File: src/rtl/uart_vga_pkg.sv
// Shared types and defaults for the UART-to-display-RAM row loader.
// Used by uart_rx_byte and uart_vga_loader (optional build macro UART_VGA_LOADER_CHECKSUM_EN).
package uart_vga_pkg;

  typedef enum logic [1:0] {
    R_IDLE,
    R_START,
    R_DATA,
    R_STOP
  } rx_state_t;

  typedef enum logic [2:0] {
    P_SYNC,
    P_ROW,
    P_DATA,
    P_CHK,
    P_FLUSH
  } pkt_state_t;

  localparam logic [7:0] SYNC_BYTE_DEF     = 8'hA5;
  localparam int         ROWS_DEF          = 46;
  localparam int         BYTES_PER_ROW_DEF = 20;

  // First RAM byte address of a display row, zero-extended to 32 bits.
  function automatic logic [31:0] row_base(input logic [7:0] row, input int unsigned bpr);
    return 32'(row) * 32'(bpr);
  endfunction

endpackage

File: src/rtl/uart_rx_byte.sv
// UART byte receiver: 2-FF synchronizer, 8N1 receive FSM and stop-bit framing check.
// Strobe contract: byte_valid and frame_err are single-cycle pulses with no
// back-pressure; byte_data is valid in the same cycle as byte_valid and the
// consumer must take it then (valid-only, there is no ready).
module uart_rx_byte
  import uart_vga_pkg::*;
#(
  parameter int CLKS_PER_BIT = 87
) (
  input  logic       clk,
  input  logic       rst,
  input  logic       rx,
  output logic       byte_valid,
  output logic [7:0] byte_data,
  output logic       frame_err
);

  localparam int            CW   = $clog2(CLKS_PER_BIT);
  localparam logic [CW-1:0] HALF = CW'(CLKS_PER_BIT / 2);
  localparam logic [CW-1:0] LAST = CW'(CLKS_PER_BIT - 1);

  logic          rx_meta, rx_sync;
  rx_state_t     state, state_next;
  logic [CW-1:0] cnt, cnt_next;
  logic [2:0]    bit_idx, bit_next;
  logic [7:0]    shreg, shreg_next;
  logic          valid_next, err_next;

  // Two-flop synchronizer; idles high so reset does not look like a start bit.
  always_ff @(posedge clk or posedge rst) begin
    if (rst) begin
      rx_meta <= 1'b1;
      rx_sync <= 1'b1;
    end else begin
      rx_meta <= rx;
      rx_sync <= rx_meta;
    end
  end

  // Receiver state and datapath registers.
  always_ff @(posedge clk or posedge rst) begin
    if (rst) begin
      state      <= R_IDLE;
      cnt        <= '0;
      bit_idx    <= '0;
      shreg      <= '0;
      byte_valid <= 1'b0;
      frame_err  <= 1'b0;
    end else begin
      state      <= state_next;
      cnt        <= cnt_next;
      bit_idx    <= bit_next;
      shreg      <= shreg_next;
      byte_valid <= valid_next;
      frame_err  <= err_next;
    end
  end

  // Next-state: mid-start-bit glitch filter, then one sample per bit period.
  always_comb begin
    state_next = state;
    cnt_next   = cnt;
    bit_next   = bit_idx;
    shreg_next = shreg;
    valid_next = 1'b0;
    err_next   = 1'b0;
    case (state)
      R_IDLE: begin
        cnt_next = '0;
        if (!rx_sync) state_next = R_START;
      end
      R_START: begin
        if (cnt == HALF) begin
          cnt_next   = '0;
          bit_next   = '0;
          state_next = rx_sync ? R_IDLE : R_DATA;
        end else begin
          cnt_next = cnt + 1'b1;
        end
      end
      R_DATA: begin
        if (cnt == LAST) begin
          cnt_next   = '0;
          shreg_next = {rx_sync, shreg[7:1]};
          if (bit_idx == 3'd7) state_next = R_STOP;
          else                 bit_next   = bit_idx + 3'd1;
        end else begin
          cnt_next = cnt + 1'b1;
        end
      end
      R_STOP: begin
        if (cnt == LAST) begin
          cnt_next   = '0;
          state_next = R_IDLE;
          if (rx_sync) valid_next = 1'b1;
          else         err_next   = 1'b1;
        end else begin
          cnt_next = cnt + 1'b1;
        end
      end
      default: state_next = R_IDLE;
    endcase
  end

  assign byte_data = shreg;

endmodule

File: src/rtl/uart_vga_loader.sv
// Packet parser feeding the display RAM write port: A5, row, 20 data bytes.
// Build macro UART_VGA_LOADER_CHECKSUM_EN buffers the row, checks a trailing
// XOR checksum and writes the row as a 20-cycle burst only on a match.
module uart_vga_loader
  import uart_vga_pkg::*;
#(
  parameter int         CLKS_PER_BIT  = 87,
  parameter int         ROWS          = ROWS_DEF,
  parameter int         BYTES_PER_ROW = BYTES_PER_ROW_DEF,
  parameter logic [7:0] SYNC_BYTE     = SYNC_BYTE_DEF
) (
  input  logic        clk,
  input  logic        rst,
  input  logic        rx,
  output logic [31:0] write_address,
  output logic [7:0]  ram_in,
  output logic        we,
  output logic        row_done,
  output logic        pkt_err
);

  localparam int            IW       = $clog2(BYTES_PER_ROW);
  localparam logic [IW-1:0] LAST_IDX = IW'(BYTES_PER_ROW - 1);

  logic        byte_valid, frame_err;
  logic [7:0]  byte_data;

  pkt_state_t    state, state_next;
  logic [7:0]    row, row_next;
  logic [IW-1:0] idx, idx_next;
  logic          we_next, done_pend, done_pend_next, err_next;
  logic [7:0]    ram_in_next;
  logic [31:0]   addr_next;

`ifdef UART_VGA_LOADER_CHECKSUM_EN
  logic [7:0] chk, chk_next;
  logic       buf_we;
  logic [7:0] row_buf [BYTES_PER_ROW];
`endif

  uart_rx_byte #(.CLKS_PER_BIT(CLKS_PER_BIT)) u_rx (
    .clk        (clk),
    .rst        (rst),
    .rx         (rx),
    .byte_valid (byte_valid),
    .byte_data  (byte_data),
    .frame_err  (frame_err)
  );

  // Packet FSM state register.
  always_ff @(posedge clk or posedge rst) begin
    if (rst) state <= P_SYNC;
    else     state <= state_next;
  end

  // Registered RAM port and status pulses; row_done trails the final write by one cycle.
  always_ff @(posedge clk or posedge rst) begin
    if (rst) begin
      row           <= '0;
      idx           <= '0;
      we            <= 1'b0;
      ram_in        <= '0;
      write_address <= '0;
      done_pend     <= 1'b0;
      row_done      <= 1'b0;
      pkt_err       <= 1'b0;
    end else begin
      row           <= row_next;
      idx           <= idx_next;
      we            <= we_next;
      ram_in        <= ram_in_next;
      write_address <= addr_next;
      done_pend     <= done_pend_next;
      row_done      <= done_pend;
      pkt_err       <= err_next;
    end
  end

`ifdef UART_VGA_LOADER_CHECKSUM_EN
  // Running checksum register.
  always_ff @(posedge clk or posedge rst) begin
    if (rst) chk <= '0;
    else     chk <= chk_next;
  end

  // Row staging buffer; contents only matter after a full row was received.
  always_ff @(posedge clk) begin
    if (buf_we) row_buf[idx] <= byte_data;
  end
`endif

  // Packet next-state and RAM write decode.
  always_comb begin
    state_next     = state;
    row_next       = row;
    idx_next       = idx;
    we_next        = 1'b0;
    ram_in_next    = ram_in;
    addr_next      = write_address;
    done_pend_next = 1'b0;
    err_next       = 1'b0;
`ifdef UART_VGA_LOADER_CHECKSUM_EN
    chk_next       = chk;
    buf_we         = 1'b0;
`endif
    case (state)
      P_SYNC: begin
        if (frame_err) err_next = 1'b1;
        else if (byte_valid && byte_data == SYNC_BYTE) state_next = P_ROW;
      end
      P_ROW: begin
        if (frame_err) begin
          err_next   = 1'b1;
          state_next = P_SYNC;
        end else if (byte_valid) begin
          if (32'(byte_data) >= 32'(ROWS)) begin
            err_next   = 1'b1;
            state_next = P_SYNC;
          end else begin
            row_next   = byte_data;
            idx_next   = '0;
            state_next = P_DATA;
`ifdef UART_VGA_LOADER_CHECKSUM_EN
            chk_next   = byte_data;
`endif
          end
        end
      end
      P_DATA: begin
        if (frame_err) begin
          err_next   = 1'b1;
          state_next = P_SYNC;
        end else if (byte_valid) begin
`ifdef UART_VGA_LOADER_CHECKSUM_EN
          buf_we   = 1'b1;
          chk_next = chk ^ byte_data;
          if (idx == LAST_IDX) state_next = P_CHK;
          else                 idx_next   = idx + 1'b1;
`else
          we_next     = 1'b1;
          ram_in_next = byte_data;
          addr_next   = row_base(row, BYTES_PER_ROW) + 32'(idx);
          if (idx == LAST_IDX) begin
            done_pend_next = 1'b1;
            state_next     = P_SYNC;
          end else begin
            idx_next = idx + 1'b1;
          end
`endif
        end
      end
`ifdef UART_VGA_LOADER_CHECKSUM_EN
      P_CHK: begin
        if (frame_err) begin
          err_next   = 1'b1;
          state_next = P_SYNC;
        end else if (byte_valid) begin
          if (byte_data == chk) begin
            idx_next   = '0;
            state_next = P_FLUSH;
          end else begin
            err_next   = 1'b1;
            state_next = P_SYNC;
          end
        end
      end
      P_FLUSH: begin
        we_next     = 1'b1;
        ram_in_next = row_buf[idx];
        addr_next   = row_base(row, BYTES_PER_ROW) + 32'(idx);
        if (idx == LAST_IDX) begin
          done_pend_next = 1'b1;
          state_next     = P_SYNC;
        end else begin
          idx_next = idx + 1'b1;
        end
      end
`endif
      default: state_next = P_SYNC;
    endcase
  end

endmodule

File: config.mk
export PLATFORM = sky130hd
export DESIGN_NAME = uart_vga_loader
export DESIGN_NICKNAME = d
export VERILOG_FILES = /design/src/rtl/uart_vga_pkg.sv /design/src/rtl/uart_rx_byte.sv /design/src/rtl/uart_vga_loader.sv
export SDC_FILE = /design/constraint.sdc
export NUM_CORES = 1
export LEC_CHECK = 0
export ABC_CLOCK_PERIOD_IN_PS = 3300
export BUFFER_PORTS_ARGS = -buffer_cell sky130_fd_sc_hd__buf_4
export CAP_MARGIN = 20
export CORE_MARGIN = 5
export CORE_UTILIZATION = 24
export CTS_BUF_LIST = sky130_fd_sc_hd__clkbuf_8
export DETAILED_ROUTE_END_ITERATION = 7
export PLACE_DENSITY_LB_ADDON = 0.2
export SYNTH_ARGS = -nofsm -noshare
export SYNTH_HDL_FRONTEND = slang
export SYNTH_HIERARCHICAL = 1
export SYNTH_SLANG_ARGS = --single-unit
File: constraint.sdc
create_clock -name clk -period 3.3 [get_ports clk]
set_input_delay 0.825 -clock clk [delete_from_list [all_inputs] [get_ports clk]]
set_output_delay 0.825 -clock clk [all_outputs]
set_load 0.005 [all_outputs]
==> impl_metrics.ini <==
[logic_synthesis]
netlist_area_um2 = 3436
synth_edf_count = 0
synth_area_leaders = dfrtp_1 (46%), ha_1 (7.3%), nand2_1 (5.4%)
ys_warn_count = 6
synth_top_area_cell = dfrtp_1
synthCells = 326
yosysTopAreaCellShare_pct = 45.88
synth.avg_cell_area_um2 = 10.54
synth_flop_cell = dfrtp_1
ys_types = 64
async_reset_ff_share_pct = 100.0
ys_seq_elements = 65
ys_seq_area_share_pct = 47.41

[routing]
wire_per_inst_um = 12.40
ant_nets = 0
routed_wl_um = 6721
drtPass1Iterations = 4
initialDrtViolationCount = 95
via_per_inst = 4.295
vias = 2328
drc = 0

[placement]
postPlaceCellArea_um2 = 3752
dp_hpwl_um = 4855
port_buffers = 27
gp_congestion = 0.7763

[global_route]
overflow = 0
grt_max_degree = 33
grt_first_pass_wirelength_um = 11070
grt.total_usage_pct = 8.234
grt_pass1_vias = 2225
grt_antenna_before_repair = 0

[cts]
cts.repair.resized = 0
cts_buffers = 9
cts_root_buf = clkbuf_8
clkSinkCount = 65
clk_pin_slew_worst_paths_ns = 0.08
htree_levels = 3
postCtsSetupBuffers = 0
clock_path_buffers = 2
insertion_delay_ns = 0.35
cts_hold_buffers = 0
tritoncts = yes

[layout]
n_fill_cell = 1458
final_util_pct = 28.70
fin_nets = 382
diodes = 0
areaGrowthSynthToFinish_pct = 16.39
multiInputGateArea_um2 = 1632
stdcell_area_um2 = 3999
drive_above_1_share_pct = 21.55
register_area_um2 = 1629

[timing]
period_share_pct = 76.84
setup_viol = 0
finalSetupTns_ns = 0
fin_crit_ns = 2.536
slew_headroom_pct = 44.05
skew_ns = 0.01483
fmax_ghz = 0.3944
tightest_slew_ns = 0.8341
drv_slew = 0
rsz0062_at_grt = no
hold_viol = 0

[setup_path]
cp_slowest_stage_delay_ns = 0.42
path_class = reg -> reg
endpoint_kind = flop
crit_arrival_ns = 2.80
cp_cell_sequence = ha_1 > ha_1 > inv_1 > fa_1 > xnor2_1 > nand3b_1 > nor4_1 > nand3_1 > xor2_1 > o21ai_0
crit_slowest_cell = dfrtp_1
path_common_cell = ha_1
critPathLaunchType = flop
crit_required_ns = 3.57
cp_max_fo = 4

[die]
core_um2 = 13930
die_y_um = 129.7
dieArea_um2 = 16810
floorplan.initialDensity_pct = 24.66
num_rows = 43
io_pins = 46
fp.dieW_um = 129.7

[power_and_ir_drop]
power.switching_uw = 360.4
peakVddDrop_uv = 161.5
comb_power_share_pct = 3.2
power.leakage_nw = 1.955
power_density_nw_per_um2 = 401.9
clockPowerShare_pct = 46.2
p_seq_share_pct = 50.6
p_int_mw = 1.247
swShare_pct = 22.42

[status]
status = complete, no violations

[run]
maxCapViolCount = 0

[min_path]
hp-class = reg -> reg
## stage by stage
stage                     power [mW]  hold WS [ns]  instances  setup slack (ns)
after floorplan               0.8773        0.3312        343            0.9253
after detailed placement      0.8778        0.3472        525            0.7275
final                          1.607        0.3564        542            0.7642
after global routing           1.680        0.3644        542            0.4953
after global placement        0.8766        0.3335        525            0.7707
after CTS                      1.641        0.3578        541            0.7158
## final timing paths
path,start,end,slack (ns),depth (start not counted)
max,row[1],write_address[11],0.76,10
min,u_rx/rx_meta,u_rx/rx_sync,0.36,0
min reg2reg,u_rx/rx_meta,u_rx/rx_sync,0.36,0
max reg2reg,row[1],write_address[11],0.76,10
min in group asynchronous,rst,u_rx/byte_data[5],0.53,2
max in group asynchronous,rst,ram_in[7],2.04,3
## power by group through the flow
stage / sequential [mW] / combinational [mW] / clock, mW
final: 0.814 / 0.0515 / 0.742
after global routing: 0.815 / 0.0603 / 0.805
after floorplan: 0.825 / 0.0522 / 0
after global placement: 0.829 / 0.0480 / 0
after detailed placement: 0.829 / 0.0493 / 0
after CTS: 0.813 / 0.0491 / 0.778
## flip-flops by register name (all words and copies together) (netlist names), 2 cells and up, named ones only
name,cells
u_rx/cnt,7
write_address,14
u_rx/byte_data,8
idx,5
ram_in,8
row,8
u_rx/bit_idx,3
state,2
## routing by layer
layer	wire length (um)	GRT usage (%)	vias up
met4	69	2.934	0
met1	3197	11.02	1113
met5	0	0	-
met3	375	2.473	7
met2	3079	12.65	45
li1	-	-	1163
## synthesized netlist by cell type (all sizes together) (3+ instances only)
| master | number |
|---|---|
| a21oi | 10 |
| and2 | 6 |
| buf | 22 |
| clkbuf | 5 |
| dfrtp | 63 |
| ha | 20 |
| inv | 12 |
| mux2 | 16 |
| nand2 | 49 |
| nand2b | 3 |
| nand3 | 9 |
| nand4 | 3 |
| nand4b | 3 |
| nor2 | 13 |
| nor2b | 4 |
| nor3 | 3 |
| o21ai | 17 |
| o31ai | 3 |
| or2 | 3 |
| or3 | 3 |
| xnor2 | 10 |
| xor2 | 6 |
## cells by family after synthesis
logic type	after synthesis	synth area share, %
XOR/XNOR	16	4.079
AO/OA/AOI/OAI	51	9.542
flip-flops	65	47.41
adder cells (fa/ha/maj)	22	8.449
multiplexers	18	5.936
buffers and inverters	40	6.955
other	1	0.1091
AND/OR/NAND/NOR	113	17.52
## critical path, delay by kind of cell (launching register included)
kind                     cells  cell delay [ns]
adder cells (fa/ha/maj)      3             0.88
AND/OR/NAND/NOR              3             0.59
flip-flops                   1             0.42
XOR/XNOR                     2             0.38
AO/OA/AOI/OAI                1             0.13
buffers and inverters        1             0.06
## cell usage in the layout, fill, tap and decap left out, drive strengths merged, types with 4 or more instances in the layout
master / instances
dfrtp: 63
nand2: 49
buf: 30
ha: 20
conb: 18
o21ai: 17
mux2: 16
nor2: 13
inv: 13
a21oi: 10
xnor2: 10
nand3: 9
clkbuf: 9
xor2: 6
and2: 6
clkinv: 5
nor2b: 4
## final cells by class
cell class / instances / share of cell area [%]
inverter: 13 / 1.220
multi-input combinational: 238 / 40.80
clock inverter: 7 / 2.378
clock buffer: 9 / 3.098
timing repair buffer: 30 / 6.133
sequential: 65 / 40.74
tap: 180 / 5.632
No activity file was read; power rests on OpenSTA's default activity.
